## src/rtl/seg7_pkg.sv

```systemverilog
// Shared constants for the 7-segment scanner: active-low segment patterns
// ({g,f,e,d,c,b,a}), the overflow code/word and the blink phase type.
package seg7_pkg;

  localparam logic [6:0] SEG_0     = 7'b1000000;
  localparam logic [6:0] SEG_1     = 7'b1111001;
  localparam logic [6:0] SEG_2     = 7'b0100100;
  localparam logic [6:0] SEG_3     = 7'b0110000;
  localparam logic [6:0] SEG_4     = 7'b0011001;
  localparam logic [6:0] SEG_5     = 7'b0010010;
  localparam logic [6:0] SEG_6     = 7'b0000010;
  localparam logic [6:0] SEG_7     = 7'b1111000;
  localparam logic [6:0] SEG_8     = 7'b0000000;
  localparam logic [6:0] SEG_9     = 7'b0010000;
  localparam logic [6:0] SEG_DASH  = 7'b0111111;
  localparam logic [6:0] SEG_BLANK = 7'b1111111;

  // Upstream marks an out-of-range digit with 4'hF; all four set means overflow.
  localparam logic [3:0]  OVF_CODE = 4'hF;
  localparam logic [15:0] OVF_WORD = 16'hFFFF;

  typedef enum logic {
    VISIBLE = 1'b0,
    DARK    = 1'b1
  } blink_state_e;

endpackage

```

## src/rtl/seg7_decode.sv

```systemverilog
// Combinational BCD-to-segment decoder, active-low outputs.
// Codes 10..14 are invalid and render blank; the overflow code renders a dash.
module seg7_decode
  import seg7_pkg::*;
(
  input  logic [3:0] code_i,
  input  logic       blank_i,
  output logic [6:0] seg_o
);

  // Map the digit code to its segment pattern, honouring the blank request.
  always_comb begin
    seg_o = SEG_BLANK;
    if (!blank_i) begin
      case (code_i)
        4'd0:     seg_o = SEG_0;
        4'd1:     seg_o = SEG_1;
        4'd2:     seg_o = SEG_2;
        4'd3:     seg_o = SEG_3;
        4'd4:     seg_o = SEG_4;
        4'd5:     seg_o = SEG_5;
        4'd6:     seg_o = SEG_6;
        4'd7:     seg_o = SEG_7;
        4'd8:     seg_o = SEG_8;
        4'd9:     seg_o = SEG_9;
        OVF_CODE: seg_o = SEG_DASH;
        default:  seg_o = SEG_BLANK;
      endcase
    end
  end

endmodule

```

## src/rtl/seven_seg_scanner.sv

```systemverilog
// Four-digit common-anode display scanner.
// A refresh counter divides Clk into digit slots; at the end of each slot the
// digit index advances and the anode/segment registers are loaded for the new
// digit. Inputs are sampled only when the index wraps 3->0, so a scan never
// mixes two values. An all-0xF snapshot blinks "----" via a two-state FSM.
//
// state   | meaning
// VISIBLE | digits are driven normally (dashes while in overflow)
// DARK    | overflow off-phase, all anodes released
module seven_seg_scanner
  import seg7_pkg::*;
#(
  parameter int REFRESH_DIV = 100000,
  parameter int BLINK_SCANS = 125,
  parameter int LZ_BLANK    = 1
) (
  input  logic       Clk,
  input  logic       Reset,
  input  logic [3:0] BCD0,
  input  logic [3:0] BCD1,
  input  logic [3:0] BCD2,
  input  logic [3:0] BCD3,
  output logic [3:0] An,
  output logic [6:0] Seg,
  output logic       Dp
);

  localparam int CNT_W = $clog2(REFRESH_DIV);
  localparam int BLK_W = (BLINK_SCANS > 1) ? $clog2(BLINK_SCANS) : 1;
  localparam logic [CNT_W-1:0] CNT_LAST   = CNT_W'(REFRESH_DIV - 1);
  localparam logic [BLK_W-1:0] BLINK_LAST = BLK_W'(BLINK_SCANS - 1);

  logic [CNT_W-1:0] cnt_q, cnt_d;
  logic [1:0]       idx_q, idx_d;
  logic [15:0]      snap_q, snap_d;
  logic [BLK_W-1:0] blink_cnt_q, blink_cnt_d;
  blink_state_e     phase_q, phase_d;
  logic [3:0]       an_q, an_d;
  logic [6:0]       seg_q, seg_d;

  logic       tick;
  logic       wrap;
  logic       lz3, lz2, lz1;
  logic [3:0] code;
  logic       dig_blank;
  logic [6:0] seg_dec;

  // Slot timing: tick marks the last cycle of a digit slot; wrap is the tick
  // that ends digit 3 and starts a new scan.
  always_comb begin
    tick   = (cnt_q == CNT_LAST);
    wrap   = tick && (idx_q == 2'd3);
    cnt_d  = tick ? '0 : cnt_q + 1'b1;
    idx_d  = tick ? idx_q + 2'd1 : idx_q;
    snap_d = wrap ? {BCD3, BCD2, BCD1, BCD0} : snap_q;
  end

  // Blink FSM next state. Counting only starts once overflow was already
  // present in the previous scan, so entering overflow gives a full-length
  // visible half-period; leaving overflow restores the display immediately.
  always_comb begin
    phase_d     = phase_q;
    blink_cnt_d = blink_cnt_q;
    if (wrap) begin
      if (snap_d != OVF_WORD) begin
        phase_d     = VISIBLE;
        blink_cnt_d = '0;
      end else if (snap_q == OVF_WORD) begin
        if (blink_cnt_q == BLINK_LAST) begin
          blink_cnt_d = '0;
          case (phase_q)
            VISIBLE: phase_d = DARK;
            DARK:    phase_d = VISIBLE;
            default: phase_d = VISIBLE;
          endcase
        end else begin
          blink_cnt_d = blink_cnt_q + 1'b1;
        end
      end
    end
  end

  // Leading-zero chain on the (possibly just captured) snapshot, then pick the
  // code and blank flag for the digit about to be shown.
  always_comb begin
    lz3 = (LZ_BLANK != 0) && (snap_d[15:12] == 4'd0);
    lz2 = lz3 && (snap_d[11:8] == 4'd0);
    lz1 = lz2 && (snap_d[7:4] == 4'd0);
    code      = snap_d[3:0];
    dig_blank = 1'b0;
    case (idx_d)
      2'd0: begin code = snap_d[3:0];   dig_blank = 1'b0; end
      2'd1: begin code = snap_d[7:4];   dig_blank = lz1;  end
      2'd2: begin code = snap_d[11:8];  dig_blank = lz2;  end
      2'd3: begin code = snap_d[15:12]; dig_blank = lz3;  end
      default: begin code = snap_d[3:0]; dig_blank = 1'b0; end
    endcase
  end

  seg7_decode u_decode (
    .code_i  (code),
    .blank_i (dig_blank),
    .seg_o   (seg_dec)
  );

  // Output register load: only on a tick, using the new index and phase.
  // Blanked digits still pull their anode low to keep brightness constant.
  always_comb begin
    an_d  = an_q;
    seg_d = seg_q;
    if (tick) begin
      if (phase_d == DARK) begin
        an_d  = 4'b1111;
        seg_d = SEG_BLANK;
      end else begin
        an_d  = ~(4'b0001 << idx_d);
        seg_d = seg_dec;
      end
    end
  end

  // Counter, index and snapshot registers.
  always_ff @(posedge Clk or posedge Reset) begin
    if (Reset) begin
      cnt_q  <= '0;
      idx_q  <= 2'd3;
      snap_q <= 16'h0000;
    end else begin
      cnt_q  <= cnt_d;
      idx_q  <= idx_d;
      snap_q <= snap_d;
    end
  end

  // Blink FSM state register.
  always_ff @(posedge Clk or posedge Reset) begin
    if (Reset) begin
      phase_q     <= VISIBLE;
      blink_cnt_q <= '0;
    end else begin
      phase_q     <= phase_d;
      blink_cnt_q <= blink_cnt_d;
    end
  end

  // Display output registers; dark while in reset.
  always_ff @(posedge Clk or posedge Reset) begin
    if (Reset) begin
      an_q  <= 4'b1111;
      seg_q <= SEG_BLANK;
    end else begin
      an_q  <= an_d;
      seg_q <= seg_d;
    end
  end

  assign An  = an_q;
  assign Seg = seg_q;
  assign Dp  = 1'b1;

endmodule

```

## config.mk

```make
export PLATFORM = sky130hd
export DESIGN_NAME = seven_seg_scanner
export DESIGN_NICKNAME = d
export VERILOG_FILES = /design/src/rtl/seg7_pkg.sv /design/src/rtl/seg7_decode.sv /design/src/rtl/seven_seg_scanner.sv
export SDC_FILE = /design/constraint.sdc
export NUM_CORES = 1
export LEC_CHECK = 0
export BUFFER_PORTS_ARGS = -buffer_cell sky130_fd_sc_hd__buf_2
export CORE_MARGIN = 1.5
export CORE_UTILIZATION = 45
export DETAILED_ROUTE_END_ITERATION = 10
export PLACE_DENSITY = 0.6
export SLEW_MARGIN = 20
export SYNTH_ARGS = -nofsm -noshare
export SYNTH_HDL_FRONTEND = slang
export SYNTH_SLANG_ARGS = --single-unit
```

## constraint.sdc

```tcl
create_clock -name Clk -period 6.2 [get_ports Clk]
set_input_delay 1.24 -clock Clk [delete_from_list [all_inputs] [get_ports Clk]]
set_output_delay 1.24 -clock Clk [all_outputs]
set_load 0.05 [all_outputs]
```

==> results.cfg <==
[run_status]
status = complete, no violations

[setup_path]
cp.arrival_ns = 3.83
crit_required_ns = 6.44
start_kind = register
r2r_start = cnt_q[8]$_DFF_PP0_
worst-setup-path-type = register to register
startpoint = cnt_q[8]$_DFF_PP0_
cp_max_fo = 34
end_kind = register

[timing]
period_minus_slack_ns = 3.587
fin_worst_skew_ns = 0.006285
tns_ns = 0
post-route-period-util_pct = 57.85
drv_slew = 0
grt_setup_unrepaired = no
hold_viol = 0
tightest_slew_ns = 0.9159
fmax_mhz = 278.8
fin_ws_ns = 2.613
finalSetupViolCount = 0
max_slew_margin_pct = 38.38

[yosys]
syn-mean-instance-area_um2 = 9.178
synth.distinct_cells = 58
synth-seq-cells = 54
ys_seq_area_share_pct = 40.27
synth_nets = 398
ys.flop_type = dfrtp_1
synth_top_area_share_pct = 30.21
async_flop_share_pct = 100.0
synth_edf_count = 0
yosysTopAreaCell = dfrtp_1
syn-cell-area_um2 = 3396
ys_warn_count = 0
ys_top_cells_by_area = dfrtp_1 30%, dfstp_2 10%, nand2_1 6.9%, ha_1 3.7%, nor2_1 3.6%
syn_inst = 370

[clock_network]
cts_tree = built
htree_levels = 2
clock_path_buffers = 2
cts_root_buffer = clkbuf_8
postCtsSetupBuffers = 0
cts_resized = 0
ctsHoldBuffers = 0
cts_num_sinks = 54
clkSlewWorstSetupHoldPaths_ns = 0.10
insertion_delay_ns = 0.31
cts_buffers = 5

[finish]
syn_to_final_growth_pct = 9.432
nets = 421
multi_input_area_um2 = 1903
drive_gt1_share_pct = 20.81
seqCellArea_um2 = 1368
antenna_cells = 0
utilization_pct = 50.96
fin_cells = 493
fillers = 722

[global_route]
antenna_found_initial = 0
track_usage_pct = 20.56
gr-total-overflow = 0
grt_pass1_vias = 2586
grt_max_degree = 55
grt_pass1_wl_um = 13590

[power]
p_switching_uw = 138.1
seq_power_share_pct = 57.1
leakage_uw = 0.001520
pwr-share-comb_pct = 3.4
ir_worst_vdd_mv = 0.1017
power_density_nw_per_um2 = 166.0
netSwitchingFraction_pct = 22.38
p_int_uw = 478.9
pwr-share-clk_pct = 39.5

[place]
pre_cts_ws_ns = 2.656
place_inst = 485
portBuffers = 28
routabilityCongestion = 0.8508
dp_hpwl_um = 5454

[routing]
vias = 2792
avgViaCountPerCell = 5.663
routed_wl_um = 7830
wl_per_cell_um = 15.88
remaining_drc_errors = 0
drt_iter0_drc = 228
antenna_left = 0
first_pass_iters = 5

[floorplanning]
io-pin-count = 30
core_um2 = 7292
die_h_um = 89.87
row_count = 31
die_w_um = 89.87
start_util_pct = 46.57
dieArea_um2 = 8077

[worst_hold_path]
min_from = blink_cnt_q[5]$_DFFE_PP0P_
worstHoldPathType = register to register

[run]
max_cap_viol_count = 0
[layout make-up]
class                      count  area share (%)
multi-input combinational    288           51.21
sequential                    54           36.80
timing repair buffer          31           4.377
tap                           99           3.333
clock buffer                   6           1.953
inverter                      13           1.313
clock inverter                 2           1.010
[synthesized netlist by cell type (8+ instances only)]
library cell	instances
inv_1	11
xor2_1	8
nand2_1	62
a21oi_1	13
dfrtp_1	41
nand4_1	17
nand3_1	16
nor2_1	33
o21ai_0	19
ha_1	10
mux2i_1	9
dfstp_2	13
[kinds of logic after synthesis]
group	after synthesis	share of synthesized area (%)
muxes	22	8.733
DFF	54	40.27
and+or+nand+nor	176	26.23
buffers and inverters	28	3.942
xor gates and xnor gates	16	4.348
adders and majority gates	10	3.685
AOI/OAI and AO/OA	63	12.67
other	1	0.1104
[per-stage QoR]
step / area, um^2 / total power, uW / hold slack (ns)
final: 3716 / 617.0 / 0.4814
after CTS: 3716 / 621.6 / 0.4845
after detailed placement: 3606 / 380.0 / 0.4635
after floorplan: 3396 / 367.5 / 0.4379
after global routing: 3716 / 638.9 / 0.5008
after global placement: 3606 / 380.1 / 0.4683
[metal layers]
metal | vias to the layer above | share of wire, % | wire length [um] | GRT usage [%]
met5 | - | 0 | 0 | 0
met4 | 0 | 0.83 | 65 | 3.968
met3 | 5 | 4.3 | 339 | 3.299
met2 | 68 | 44 | 3452 | 29.96
met1 | 1345 | 51 | 3972 | 32.14
li1 | 1374 | - | - | -
[registers in the layout (all words and copies together) (netlist names)]
name and count:
Seg 7, An 4, phase_q 1, snap_q 16, idx_q 2, blink_cnt_q 7
cnt_q 17
[power groups by stage]
stage               Sequential [uW]  Clock [uW]  Combinational, uW
finish                          352         244               20.7
global route                    353         263               23.2
CTS                             352         248               21.1
detailed placement              359           0               21.1
global placement                359           0               21.2
floorplan                       359           0               8.53
[layout by cell type (no fill, tap or decap), types with 5 or more instances in the layout]
master | synthesis | routed
nand3_1 | 16 | 16
xor2_1 | 8 | 8
or4_1 | 5 | 5
ha_1 | 10 | 10
dfstp_2 | 13 | 13
nand4_1 | 17 | 17
dfrtp_1 | 41 | 41
and3_1 | 6 | 6
o21ai_0 | 19 | 19
xnor2_1 | 7 | 7
clkbuf_8 | 0 | 5
inv_1 | 11 | 10
nor2_1 | 33 | 33
buf_2 | 5 | 28
nand2_1 | 62 | 62
a21oi_1 | 13 | 13
nor4_1 | 7 | 7
mux4_2 | 5 | 5
mux2_2 | 7 | 7
mux2i_1 | 9 | 9
[path summary, 6_finish.rpt]
check	endpoint	cells after the start	slack, ns
min in group asynchronous	cnt_q[2]$_DFF_PP0_	3	1.10
max in group asynchronous	cnt_q[3]$_DFF_PP0_	3	4.65
hold reg to reg	blink_cnt_q[5]$_DFFE_PP0P_	1	0.48
hold / removal	blink_cnt_q[5]$_DFFE_PP0P_	1	0.48
setup / recovery	Seg[5]$_DFFE_PP1N_	8	2.61
setup reg to reg	Seg[5]$_DFFE_PP1N_	8	2.61
[worst max-delay path: stages (launching register included)]
cell,delay (ns)
dfrtp_1,0.43
or4_1,0.58
nor4_4,0.43
buf_4,0.45
and2_1,0.71
o21ai_0,0.34
o221ai_4,0.30
nor2_1,0.07
nor3_1,0.19
No activity file was read; power rests on OpenSTA's default activity.
